File: src/rtl/rv_iommu_ddtc_ctrl.sv
// rv_iommu_ddtc_ctrl: arbitrates DDTC access between lookup requesters,
// the DDT walker (fills) and the command queue (flushes). Only one DDTC
// command is ever driven at a time. Each op runs a four-phase handshake:
// command up, wait for done, command down, wait for done low, respond.
// A watchdog aborts any phase that stalls for TIMEOUT cycles.
//
// state   | meaning
// --------+--------------------------------------------------------------
// IDLE    | pick flush > fill > round-robin lookup, register its operands
// LKUP    | drive ddtc_lookup_o until lkup/fill done, latch hit
// FILL    | drive ddtc_fill_o until lkup/fill done
// FLUSH   | drive ddtc_flush_o until flush done
// RELEASE | commands low, wait for done low, then pulse the response

module rv_iommu_ddtc_ctrl #(
  parameter int NUM_LKUP = 4,
  parameter int DID_W    = 24,
  parameter int TIMEOUT  = 255
) (
  input  logic                        clk,
  input  logic                        rst,
  input  logic [NUM_LKUP-1:0]         lkup_req_valid_i,
  input  logic [NUM_LKUP*DID_W-1:0]   lkup_req_did_i,
  output logic [NUM_LKUP-1:0]         lkup_req_ready_o,
  output logic                        lkup_rsp_valid_o,
  output logic [((NUM_LKUP > 1) ? $clog2(NUM_LKUP) : 1)-1:0] lkup_rsp_id_o,
  output logic                        lkup_rsp_hit_o,
  input  logic                        fill_req_valid_i,
  input  logic [DID_W-1:0]            fill_req_did_i,
  output logic                        fill_done_o,
  input  logic                        flush_req_valid_i,
  input  logic [DID_W-1:0]            flush_did_i,
  input  logic                        flush_did_valid_i,
  output logic                        flush_done_o,
  output logic                        err_timeout_o,
  output logic                        ddtc_lookup_o,
  output logic                        ddtc_fill_o,
  output logic                        ddtc_flush_o,
  output logic [DID_W-1:0]            ddtc_device_id_o,
  output logic [DID_W-1:0]            ddtc_flush_did_o,
  output logic                        ddtc_flush_did_valid_o,
  input  logic                        ddtc_lkup_fill_done_i,
  input  logic                        ddtc_hit_i,
  input  logic                        ddtc_flush_done_i
);

  localparam int IDW = (NUM_LKUP > 1) ? $clog2(NUM_LKUP) : 1;
  localparam int WDW = $clog2(TIMEOUT + 1);
  localparam logic [WDW-1:0] WD_MAX = WDW'(TIMEOUT);

  typedef enum logic [2:0] {
    S_IDLE, S_LKUP, S_FILL, S_FLUSH, S_RELEASE
  } state_t;

  typedef enum logic [1:0] {
    OP_LKUP, OP_FILL, OP_FLUSH
  } op_t;

  state_t                state_q;
  op_t                   op_q;
  logic [WDW-1:0]        wd_q;
  logic [IDW-1:0]        rr_ptr_q;
  logic                  hit_q;
  logic [NUM_LKUP-1:0]   ready_q;
  logic                  rsp_valid_q;
  logic [IDW-1:0]        rsp_id_q;
  logic                  rsp_hit_q;
  logic                  fill_done_q;
  logic                  flush_done_q;
  logic                  err_q;
  logic                  ddtc_lookup_q;
  logic                  ddtc_fill_q;
  logic                  ddtc_flush_q;
  logic [DID_W-1:0]      dev_id_q;
  logic [DID_W-1:0]      flush_did_q;
  logic                  flush_did_valid_q;

  logic                  grant_vld_d;
  logic [IDW-1:0]        grant_idx_d;
  logic [NUM_LKUP-1:0]   grant_oh_d;
  logic [DID_W-1:0]      grant_did_d;
  logic [IDW-1:0]        rr_ptr_d;

  logic                  cmd_done;
  logic                  rel_done_hi;
  logic                  wd_expired;

  // Round-robin pick: first pass from the pointer upward, second pass wraps to 0
  always_comb begin
    grant_vld_d = 1'b0;
    grant_idx_d = '0;
    grant_oh_d  = '0;
    grant_did_d = '0;
    for (int j = 0; j < NUM_LKUP; j++) begin
      if (!grant_vld_d && lkup_req_valid_i[j] && (j >= int'(rr_ptr_q))) begin
        grant_vld_d   = 1'b1;
        grant_idx_d   = IDW'(j);
        grant_oh_d[j] = 1'b1;
        grant_did_d   = lkup_req_did_i[j*DID_W +: DID_W];
      end
    end
    for (int j = 0; j < NUM_LKUP; j++) begin
      if (!grant_vld_d && lkup_req_valid_i[j]) begin
        grant_vld_d   = 1'b1;
        grant_idx_d   = IDW'(j);
        grant_oh_d[j] = 1'b1;
        grant_did_d   = lkup_req_did_i[j*DID_W +: DID_W];
      end
    end
    rr_ptr_d = (grant_idx_d == IDW'(NUM_LKUP - 1)) ? '0 : grant_idx_d + IDW'(1);
  end

  // Done is only honoured while our own command is up, so a stale done left
  // high by an aborted op cannot complete the next one.
  assign cmd_done    = ddtc_lkup_fill_done_i && (ddtc_lookup_q || ddtc_fill_q);
  assign rel_done_hi = (op_q == OP_FLUSH) ? ddtc_flush_done_i : ddtc_lkup_fill_done_i;
  assign wd_expired  = (wd_q >= WD_MAX);

  // Sequencer: arbitration, handshake, watchdog and registered response pulses
  always_ff @(posedge clk) begin
    if (rst) begin
      state_q           <= S_IDLE;
      op_q              <= OP_LKUP;
      wd_q              <= '0;
      rr_ptr_q          <= '0;
      hit_q             <= 1'b0;
      ready_q           <= '0;
      rsp_valid_q       <= 1'b0;
      rsp_id_q          <= '0;
      rsp_hit_q         <= 1'b0;
      fill_done_q       <= 1'b0;
      flush_done_q      <= 1'b0;
      err_q             <= 1'b0;
      ddtc_lookup_q     <= 1'b0;
      ddtc_fill_q       <= 1'b0;
      ddtc_flush_q      <= 1'b0;
      dev_id_q          <= '0;
      flush_did_q       <= '0;
      flush_did_valid_q <= 1'b0;
    end else begin
      ready_q      <= '0;
      rsp_valid_q  <= 1'b0;
      fill_done_q  <= 1'b0;
      flush_done_q <= 1'b0;
      err_q        <= 1'b0;
      case (state_q)
        S_IDLE: begin
          wd_q <= '0;
          if (flush_req_valid_i) begin
            flush_did_q       <= flush_did_i;
            flush_did_valid_q <= flush_did_valid_i;
            op_q              <= OP_FLUSH;
            state_q           <= S_FLUSH;
          end else if (fill_req_valid_i) begin
            dev_id_q <= fill_req_did_i;
            op_q     <= OP_FILL;
            state_q  <= S_FILL;
          end else if (grant_vld_d) begin
            ready_q  <= grant_oh_d;
            dev_id_q <= grant_did_d;
            rsp_id_q <= grant_idx_d;
            rr_ptr_q <= rr_ptr_d;
            op_q     <= OP_LKUP;
            state_q  <= S_LKUP;
          end
        end
        S_LKUP, S_FILL: begin
          if (cmd_done) begin
            ddtc_lookup_q <= 1'b0;
            ddtc_fill_q   <= 1'b0;
            hit_q         <= (op_q == OP_LKUP) && ddtc_hit_i;
            wd_q          <= '0;
            state_q       <= S_RELEASE;
          end else if (wd_expired) begin
            err_q         <= 1'b1;
            ddtc_lookup_q <= 1'b0;
            ddtc_fill_q   <= 1'b0;
            hit_q         <= 1'b0;
            wd_q          <= '0;
            state_q       <= S_RELEASE;
          end else begin
            wd_q          <= wd_q + WDW'(1);
            ddtc_lookup_q <= (op_q == OP_LKUP);
            ddtc_fill_q   <= (op_q == OP_FILL);
          end
        end
        S_FLUSH: begin
          if (ddtc_flush_done_i && ddtc_flush_q) begin
            ddtc_flush_q <= 1'b0;
            wd_q         <= '0;
            state_q      <= S_RELEASE;
          end else if (wd_expired) begin
            err_q        <= 1'b1;
            ddtc_flush_q <= 1'b0;
            wd_q         <= '0;
            state_q      <= S_RELEASE;
          end else begin
            wd_q         <= wd_q + WDW'(1);
            ddtc_flush_q <= 1'b1;
          end
        end
        S_RELEASE: begin
          if (!rel_done_hi || wd_expired) begin
            // a release that times out still answers, but never as a hit
            err_q   <= rel_done_hi;
            wd_q    <= '0;
            state_q <= S_IDLE;
            case (op_q)
              OP_LKUP: begin
                rsp_valid_q <= 1'b1;
                rsp_hit_q   <= hit_q && !rel_done_hi;
              end
              OP_FILL:  fill_done_q  <= 1'b1;
              default:  flush_done_q <= 1'b1;
            endcase
          end else begin
            wd_q <= wd_q + WDW'(1);
          end
        end
        default: state_q <= S_IDLE;
      endcase
    end
  end

  assign lkup_req_ready_o       = ready_q;
  assign lkup_rsp_valid_o       = rsp_valid_q;
  assign lkup_rsp_id_o          = rsp_id_q;
  assign lkup_rsp_hit_o         = rsp_hit_q;
  assign fill_done_o            = fill_done_q;
  assign flush_done_o           = flush_done_q;
  assign err_timeout_o          = err_q;
  assign ddtc_lookup_o          = ddtc_lookup_q;
  assign ddtc_fill_o            = ddtc_fill_q;
  assign ddtc_flush_o           = ddtc_flush_q;
  assign ddtc_device_id_o       = dev_id_q;
  assign ddtc_flush_did_o       = flush_did_q;
  assign ddtc_flush_did_valid_o = flush_did_valid_q;

endmodule

File: config.mk
export PLATFORM = sky130hd
export DESIGN_NAME = rv_iommu_ddtc_ctrl
export DESIGN_NICKNAME = d
export VERILOG_FILES = /design/src/rtl/rv_iommu_ddtc_ctrl.sv
export SDC_FILE = /design/constraint.sdc
export NUM_CORES = 1
export LEC_CHECK = 0
export CAP_MARGIN = 10
export CORE_UTILIZATION = 43
export CTS_BUF_LIST = sky130_fd_sc_hd__clkbuf_16
export CTS_CLUSTER_SIZE = 25
export DETAILED_ROUTE_END_ITERATION = 16
export PLACE_DENSITY = 0.82
export SETUP_SLACK_MARGIN = 0.05
export SLEW_MARGIN = 20
export SYNTH_ARGS = -nofsm -noshare
export SYNTH_HDL_FRONTEND = slang
export SYNTH_SLANG_ARGS = --single-unit
File: constraint.sdc
create_clock -name clk -period 2 [get_ports clk]
set_input_delay 0.4 -clock clk [delete_from_list [all_inputs] [get_ports clk]]
set_output_delay 0.4 -clock clk [all_outputs]
set_load 0.02 [all_outputs]
==> results.ini <==
[logic_synthesis]
synthCells=639
synth_edf_count=0
ys_ff_latch=79
yosysWarnings=0
syn_nets=796
synth_ff_type=dfxtp_1
ys_types=59
async_reset_ff_share_pct=0
synth_area_leaders=dfxtp_1 31%, a21oi_1 8.3%, nand2_1 7.4%
syn_area_sq_mm=0.005055
yosysSeqAreaShare_pct=31.29
synth_top_area_share_pct=31.29
avgSynthCellArea_sq_um=7.911
yosysTopAreaCell=dfxtp_1

[global_route]
grt_pass1_wl_um=31270
antenna_found_initial=0
overflow=0
grt_max_degree=32
grt_pass1_vias=6325
grt_usage_pct=31.44

[layout]
layout-drive-gt1-share_pct=21.44
final_cell_area_sq_mm=0.008384
layoutNonFillerInstCount=1057
nFillCells=868
area_delta_synth_final_pct=65.87
antennaDiodeCount=0
final_core_util_pct=73.43
nets=1067

[placed_design]
placed_area_sq_mm=0.007958
gp_congestion=0.9112
place_ws_ns=-0.6421
dp_hpwl_um=14160
placed_cells=1039
io_buffers=218

[timing]
hold_ws_ns=0.4565
worst_pin_slew_ns=0.6507
skew_ns=0.008069
tns_ns=0
timing.slew.headroom_pct=56.62
max_freq_ghz=0.5239
drv_slew=0
rsz0062_at_grt=no
fin_ws_ns=0.09120
hold_violations=0
setup_viol=0
fin_crit_sh_pct=95.44
finalCriticalPeriod_ns=1.909

[clock_network]
clk_latency_ns=0.34
cts_tree=yes
clk_path_buf_depth=2
cts_made_buffers=9
cts.sinks=79
cts_root_buf=clkbuf_16
cts_max_level=3
cts_hold_buf=0
clkTransAtPathRegs_ns=0.06

[route]
wire_per_inst_um=18.58
vias=6236
final_antenna_net_count=0
drc=0
drt-total-wl_um=19640
drt_iter0_drc=519
drtPass1Iterations=5
routed_via_density=5.900

[setup_path]
required_ns=2.22
crit_fanout=17
end_kind=flip-flop
start_kind=input pin
reg2reg_slack_ns=0.18
critPathKind=input pin to flip-flop
arrival_ns=2.13

[run]
maxCapViolations=0

[die]
fp.dieW_um=110.4
io_pins=219
placementRows=39
die_height_um=110.4
initial_core_util_pct=44.27
fp.coreArea_sq_mm=0.01142
die-area_sq_mm=0.01219

[hold_path]
hp-class=flip-flop to flip-flop

[pwr]
power_mw=5.913
ir_drop_v=0.0006657
leakage_nw=3.134
power_density_mw_per_mm2=705.2

[outcome]
outcome=complete, no violations

flip-flops by register name (all words and copies together), names as in the netlist:
register and cells:
ddtc_device_id_o 24, ddtc_flush_did_o 24, wd_q 8, lkup_req_ready_o 4, state_q 3, lkup_rsp_id_o 2
op_q 2, rr_ptr_q 2, ddtc_fill_o 1, ddtc_flush_did_valid_o 1, ddtc_flush_o 1, ddtc_lookup_o 1
err_timeout_o 1, fill_done_o 1, flush_done_o 1, hit_q 1, lkup_rsp_hit_o 1, lkup_rsp_valid_o 1
worst max-delay path, stage by stage:
cell and delay (ns):
dlygate4sd2_1 0.35, or2_2 0.40, buf_4 0.24, o31ai_1 0.42
a21oi_2 0.14, a21oi_2 0.13, a211oi_2 0.05
per-layer routing:
metal  track usage [%]  up-vias  part of all wire (%)
li1                  -     2910                     -
met1             36.12     2909                    39
met2             53.08      350                    49
met3             7.794       67                   7.7
met4             17.87        0                   4.0
met5                 0        -                     0
where the power goes:
group / switching, mW / internal (mW)
clock: 0.703 / 0.969
combinational: 1.18 / 1.19
sequential: 0.136 / 1.74
final timing paths:
| path | endpoint | from | cells past startpoint |
|---|---|---|---|
| max | ddtc_device_id_o[13]$_SDFFE_PP0P_ | lkup_req_valid_i[0] | 7 |
| min | ddtc_flush_did_o[1]$_SDFFE_PP0P_ | ddtc_flush_did_o[1]$_SDFFE_PP0P_ | 2 |
| max reg2reg | ddtc_device_id_o[12]$_SDFFE_PP0P_ | rr_ptr_q[0]$_SDFFE_PP0P_ | 6 |
| min reg2reg | ddtc_flush_did_o[1]$_SDFFE_PP0P_ | ddtc_flush_did_o[1]$_SDFFE_PP0P_ | 2 |
cell families (layout without fill, tap and decap cells):
family | count (synthesis) | count (layout) | share of synthesized area (%)
AND/OR/NAND/NOR | 203 | 203 | 19.68
multiplexers | 19 | 19 | 4.208
flip-flops | 79 | 79 | 31.29
adder cells (fa/ha/maj) | 1 | 1 | 0.2475
XOR/XNOR | 6 | 6 | 1.040
buffers and inverters | 86 | 361 | 8.218
AO/OA/AOI/OAI | 245 | 245 | 35.32
cell type report:
type,instances,area [sq um],area share (%)
Clock buffer,9,225.2,2.686
Clock inverter,6,68.82,0.8208
Inverter,31,116.4,1.388
Multi-Input combinational cell,474,3137,37.41
Sequential cell,79,1583,18.88
Tap cell,143,178.9,2.134
Timing Repair Buffer,315,3075,36.68
synthesized netlist by cell type (all sizes together), types with 5 or more instances:
cell type and number:
and3b 5, nand4 5, nand2 100, a221oi 24, o21ai 11, and2 8, dfxtp 79, clkbuf 25
o22ai 9, inv 31, o221ai 23, mux2 18, a21oi 103, a211oi 28, nand3 9, a31oi 10
buf 30, nor2 33, o31ai 22, nand2b 7, nor3 14
timing repair:
item | 4_1_cts | 5_1_grt
pin swaps | 2 | 2
endpoints found under the setup margin | 26 | 30
resized for setup | 11 | 17
cloned | 1 | 0
endpoints found under the hold margin | 0 | 0
setup buffers | 2 | 0
cell usage in the layout (no fill, tap or decap), types with 4 or more instances in the layout:
cell type / instances
a21oi_1: 75
nand4_1: 5
nand2b_1: 6
xor2_1: 4
a211oi_1: 10
o22ai_1: 9
nand2_1: 98
buf_4: 82
o31ai_1: 22
a21oi_2: 27
o221ai_1: 23
and2_1: 8
nand3_1: 8
a221oi_1: 23
a31oi_1: 10
clkdlybuf4s50_1: 212
nor3_1: 12
buf_12: 11
clkbuf_16: 9
inv_1: 31
dfxtp_1: 78
nor2b_1: 4
a211oi_2: 17
o21ai_0: 8
mux2_2: 18
nor2_1: 31
and3b_1: 5
(Power assumes the default switching activity.)
